$ cat config.mk
export PLATFORM = sky130hd
export DESIGN_NAME = pulse_train_gen
export DESIGN_NICKNAME = d
export VERILOG_FILES = /design/src/rtl/pulse_gen_pkg.sv /design/src/rtl/pulse_phase_timer.sv /design/src/rtl/pulse_train_gen.sv
export SDC_FILE = /design/constraint.sdc
export NUM_CORES = 1
export LEC_CHECK = 0
export CORE_ASPECT_RATIO = 1.1
export CORE_MARGIN = 4
export CORE_UTILIZATION = 50
export DETAILED_ROUTE_END_ITERATION = 16
export GPL_ROUTABILITY_DRIVEN = 1
export PLACE_DENSITY = 0.79
export RECOVER_POWER = 50
export SLEW_MARGIN = 25
export SYNTH_ARGS = -nofsm -noshare
export SYNTH_HDL_FRONTEND = slang
export SYNTH_SLANG_ARGS = --single-unit
$ cat constraint.sdc
create_clock -name clk -period 2.4 [get_ports clk]
set_input_delay 0.48 -clock clk [delete_from_list [all_inputs] [get_ports clk]]
set_output_delay 0.48 -clock clk [all_outputs]
set_load 0.05 [all_outputs]
$ cat src/rtl/pulse_gen_pkg.sv
// Shared types and helpers for the pulse train generator.
// Holds the FSM state encoding, the default field width and the zero-length fixup.
package pulse_gen_pkg;

  localparam int unsigned DEF_CNT_W = 8;

  typedef enum logic [1:0] {
    IDLE = 2'd0,
    HIGH = 2'd1,
    LOW  = 2'd2
  } state_t;

  // A zero length would give a zero-width phase, so it is treated as one cycle.
  function automatic logic [31:0] nz_len(input logic [31:0] len);
    return (len == 32'd0) ? 32'd1 : len;
  endfunction

endpackage

$ cat src/rtl/pulse_phase_timer.sv
// Loadable down-counter that times the HIGH and LOW phases.
// The counter holds at zero, so a phase loaded with len-1 lasts exactly len cycles.
import pulse_gen_pkg::*;

module pulse_phase_timer #(
  parameter int unsigned W = DEF_CNT_W
) (
  input  logic         clk,
  input  logic         rst,
  input  logic         load,
  input  logic [W-1:0] load_val,
  output logic         zero
);

  logic [W-1:0] r_cnt;

  always_ff @(posedge clk or negedge rst) begin
    if (!rst)                r_cnt <= '0;
    else if (load)           r_cnt <= load_val;
    else if (r_cnt != '0)    r_cnt <= r_cnt - W'(1);
  end

  assign zero = (r_cnt == '0);

endmodule

$ cat src/rtl/pulse_train_gen.sv
// Pulse train generator: N pulses of H high cycles separated by L low cycles.
// All outputs come straight from flops, so every edge lands on a clock boundary.
//
//   state | meaning
//   IDLE  | waiting for start, out=0 busy=0
//   HIGH  | high phase of a pulse, out=1 busy=1
//   LOW   | gap between pulses, out=0 busy=1
import pulse_gen_pkg::*;

module pulse_train_gen #(
  parameter int unsigned CNT_W = DEF_CNT_W
) (
  input  logic             clk,
  input  logic             rst,
  input  logic             start,
  input  logic [CNT_W-1:0] num_pulses,
  input  logic [CNT_W-1:0] high_len,
  input  logic [CNT_W-1:0] low_len,
  input  logic             abort,
  output logic             out,
  output logic             busy,
  output logic             done
);

  state_t           r_state;
  state_t           w_next_state;
  logic             r_out;
  logic             r_busy;
  logic             r_done;
  logic [CNT_W-1:0] r_pulses;
  logic [CNT_W-1:0] r_hl_m1;
  logic [CNT_W-1:0] r_ll_m1;

  logic [CNT_W-1:0] w_next_pulses;
  logic             w_next_done;
  logic             w_accept;
  logic             w_load;
  logic [CNT_W-1:0] w_load_val;
  logic             w_zero;
  logic [CNT_W-1:0] w_hl_m1_in;
  logic [CNT_W-1:0] w_ll_m1_in;

  // Lengths are stored already decremented, ready to load into the timer.
  assign w_hl_m1_in = CNT_W'(nz_len(32'(high_len))) - CNT_W'(1);
  assign w_ll_m1_in = CNT_W'(nz_len(32'(low_len))) - CNT_W'(1);

  pulse_phase_timer #(.W(CNT_W)) u_phase_timer (
    .clk      (clk),
    .rst      (rst),
    .load     (w_load),
    .load_val (w_load_val),
    .zero     (w_zero)
  );

  always_comb begin
    w_next_state  = r_state;
    w_next_pulses = r_pulses;
    w_next_done   = 1'b0;
    w_accept      = 1'b0;
    w_load        = 1'b0;
    w_load_val    = r_hl_m1;
    case (r_state)
      IDLE: begin
        if (start) begin
          w_accept = 1'b1;
          if (num_pulses == '0) begin
            w_next_done = 1'b1;
          end else begin
            w_next_state  = HIGH;
            w_load        = 1'b1;
            w_load_val    = w_hl_m1_in;
            w_next_pulses = num_pulses;
          end
        end
      end
      HIGH: begin
        if (w_zero) begin
          w_next_pulses = r_pulses - CNT_W'(1);
          if (r_pulses == CNT_W'(1)) begin
            w_next_state = IDLE;
            w_next_done  = 1'b1;
          end else begin
            w_next_state = LOW;
            w_load       = 1'b1;
            w_load_val   = r_ll_m1;
          end
        end
      end
      LOW: begin
        if (w_zero) begin
          w_next_state = HIGH;
          w_load       = 1'b1;
          w_load_val   = r_hl_m1;
        end
      end
      default: w_next_state = IDLE;
    endcase
    // Abort wins over accept and over a completing train.
    if (abort) begin
      w_next_state = IDLE;
      w_next_done  = 1'b0;
      w_accept     = 1'b0;
      w_load       = 1'b0;
    end
  end

  always_ff @(posedge clk or negedge rst) begin
    if (!rst) begin
      r_state  <= IDLE;
      r_out    <= 1'b0;
      r_busy   <= 1'b0;
      r_done   <= 1'b0;
      r_pulses <= '0;
      r_hl_m1  <= '0;
      r_ll_m1  <= '0;
    end else begin
      r_state  <= w_next_state;
      r_out    <= (w_next_state == HIGH);
      r_busy   <= (w_next_state != IDLE);
      r_done   <= w_next_done;
      r_pulses <= w_next_pulses;
      if (w_accept) begin
        r_hl_m1 <= w_hl_m1_in;
        r_ll_m1 <= w_ll_m1_in;
      end
    end
  end

  assign out  = r_out;
  assign busy = r_busy;
  assign done = r_done;

endmodule

==> summary.txt <==
Pwr
  – Peak supply drop: 464 µV
  – Final total power: 2130 µW
  – Leak pwr: 0.00134 µW
  – Comb pwr share: 0.353
  – Pwr dens: 714 mW/mm²
  – Clock share of power: 0.201
  – Sequential power share: 0.445
  – Net Switching: 772 µW
  – Switching part of the total: 0.363
  – Internal Dissipation: 1350 µW

Logic synthesis
  – Synth top area cells: dfrtp_1, o21ai_0, nand2_1
  – Avg Inst Size Synth: 8.84 µm²
  – Post-synth EDFFs: 0
  – Top_reg_cell synth: dfrtp_1
  – Synthesized flop and latch total: 37
  – Most frequent cell after synthesis: dfrtp_1
  – Post-synth top cells: dfrtp_1, nand2_1, o21ai_0, nor2_1, a21oi_1
  – Area share of the largest cell type after synthesis: 0.403
  – Async S/R FF share, synth: 1.00
  – Syn Nets: 294
  – Cells after Synth: 260
  – YS warnings: 0
  – Yosys top cell by area: dfrtp_1
  – Seq/Total Area, Yosys: 0.403
  – Post-synthesis cell type count: 49
  – Cell Area, Synth: 0.00230 mm²

STA
  – Hold Slack: 0.306 ns
  – Final Skew: 0.00656 ns
  – Final Max Tran Viols: 0
  – Slew HR: 0.390
  – Min Tclk post-route: 2.26 ns
  – RSZ-0062 raised after global routing: no
  – Actual slew at the worst max-slew pin: 0.915 ns
  – Upper clock frequency limit: 443 MHz
  – Final Setup Violations: 0
  – Hold Fails Final Rpt: 0
  – Final period util: 0.941

Final layout
  – Fill count: 372
  – Area growth syn-to-layout: 29.6%
  – Layout Nets: 353
  – Sequential cell area: 926 µm²
  – Multi-input logic area: 0.00129 mm²
  – Share of layout cells above drive strength 1: 0.175
  – Final instance area: 0.00298 mm²
  – Ant. Diodes: 0

Critical path
  – Critical Path AT: 2.44 ns
  – Most Frequent Cell on Critical Path: inv_1
  – CP max stage delay: 0.57 ns
  – CP cell instances: clkdlybuf4s50_1, or4_1, o41ai_2, inv_1, ha_1, inv_1, or3_1, xor2_1, o21ai_0
  – Slowest stage cell on the critical path: or4_1
  – Critical setup path kind: in -> reg
  – Data required, critical path: 2.58 ns
  – Crit end category: register
  – Worst Setup Start Kind: input pin
  – Reg2Reg Setup Slack: 0.17 ns
  – Worst-path maximum fanout: 2

Clocking
  – CTS buffer count: 5
  – Worst-skew pair later-pin latency: 0.30 ns
  – Clock sink total: 37
  – Postcts setup bufs: 0
  – CTS tree: built
  – Cts hold-fix bufs: 0
  – # H-tree levels: 2
  – Clock slew at the register clock pins of the worst setup and hold paths: 0.07 ns
  – Clock root buffer master: clkbuf_8
  – Max clock buf depth: 2
  – Post-CTS resize count: 0

Place
  – DP HPWL: 4050 µm
  – Placement Cell Area: 0.00286 mm²
  – Buffers on Ports: 30
  – Routability Congestion: 0.829

Floorplanning
  – Die Area: 0.00575 mm²
  – CORE AREA: 0.00438 mm²
  – DIE WIDTH: 72.6 µm
  – Initial core utilization: 0.525
  – Die H: 79.1 µm
  – Rows: 25
  – Ports: 31

Drt
  – Vias per std cell: 5.66
  – Antenna-violating nets left: 0
  – DR vias: 2115
  – 1st-iter DRT viols: 123
  – Residual DRC count: 0
  – DRT Pass-1 Iters: 4
  – Routed WL: 5410 µm
  – Drt wl/cell: 14.5 µm

GRT
  – Largest net degree at the start of global routing: 38
  – Gr usage total: 0.208
  – Total grt overflow: 0
  – First-pass GRT wire length: 9400 µm
  – Vias in the first global route: 2010
  – Initial antenna violation count: 0

Outcome
  – Outcome: finished clean

Run
  – Max-cap violation count: 0

Min path
  – Worst Hold Class: in -> async
## state kept, by name (all words and copies together), names as in the netlist
name,cells
r_state,2
busy,1
u_phase_timer.r_cnt,8
r_hl_m1,8
done,1
out,1
r_ll_m1,8
r_pulses,8
## per-stage QoR
step	util	setup slack, ns	TNS, ns	std cells
global placement	0.654	-0.259	-2.27	366
finish	0.680	0.141	0	374
global route	0.680	0.0107	0	374
CTS	0.673	0.0378	0	374
floorplan	-	0.119	0	260
detailed placement	0.654	-0.268	-3.12	366
## kinds of logic (layout without fill, tap and decap cells)
| group | after synthesis | after routing | share of synthesized area |
|---|---|---|---|
| XOR/XNOR | 13 | 13 | 0.0495 |
| AO/OA/AOI/OAI | 75 | 75 | 0.208 |
| adder cells (fa/ha/maj) | 6 | 6 | 0.0327 |
| multiplexers | 8 | 8 | 0.0354 |
| buffers and inverters | 24 | 84 | 0.0468 |
| AND/OR/NAND/NOR | 97 | 97 | 0.224 |
| flip-flops | 37 | 37 | 0.403 |
## critical path, delay by kind of cell
family | cells | cell delay (ns)
simple gates | 2 | 0.69
fa+ha+maj | 1 | 0.22
buf+inv | 3 | 0.57
compound gates | 2 | 0.36
xor+xnor | 1 | 0.13
## metal layers
metal	part of all wire	vias to the layer above	global-route usage
li1	-	1059	-
met1	0.44	1004	0.269
met2	0.50	45	0.342
met3	0.050	7	0.0468
met4	0.014	0	0.0701
met5	0	-	0
## placed cells by master (no fill, tap or decap), drive strengths merged, types with 3 or more instances in the layout
cell,netlist,routed
dfrtp,37,37
buf,3,32
nand2,29,29
o21ai,28,28
clkdlybuf4s50,0,26
nor2,25,25
a21oi,15,15
inv,13,13
xnor2,10,10
clkbuf,8,8
mux2i,7,7
nor3,7,7
a221oi,7,7
nor4,7,7
a21o,6,6
ha,6,6
or4,6,6
nand3,5,5
a211oi,4,4
or3,4,4
xor2,3,3
dlymetal6s2s,0,3
## final cells by class
class	instances	area share
Clock buffer	6	0.0244
Clock inverter	2	0.00336
Inverter	13	0.0164
Multi-Input combinational cell	199	0.434
Sequential cell	37	0.311
Tap cell	54	0.0227
Timing Repair Buffer	63	0.188
## power groups by stage
stage	combinational [µW]	clock, µW	sequential, µW
floorplan	499	0	925
global placement	706	0	944
detailed placement	740	0	952
CTS	747	439	940
global route	849	453	976
finish	751	428	947
## final timing paths
| path | from | endpoint | cells past startpoint |
|---|---|---|---|
| setup reg to reg | r_pulses[3]$_DFFE_PN0P_ | u_phase_timer.r_cnt[5]$_DFFE_PN0P_ | 5 |
| hold / removal | rst | u_phase_timer.r_cnt[5]$_DFFE_PN0P_ | 1 |
| min in group clk | r_hl_m1[7]$_DFFE_PN0P_ | r_hl_m1[7]$_DFFE_PN0P_ | 2 |
| max in group asynchronous | rst | r_ll_m1[0]$_DFFE_PN0P_ | 1 |
| setup / recovery | low_len[4] | r_ll_m1[4]$_DFFE_PN0P_ | 9 |
| hold reg to reg | r_hl_m1[7]$_DFFE_PN0P_ | r_hl_m1[7]$_DFFE_PN0P_ | 2 |
No activity file was read; power rests on OpenSTA's default activity.
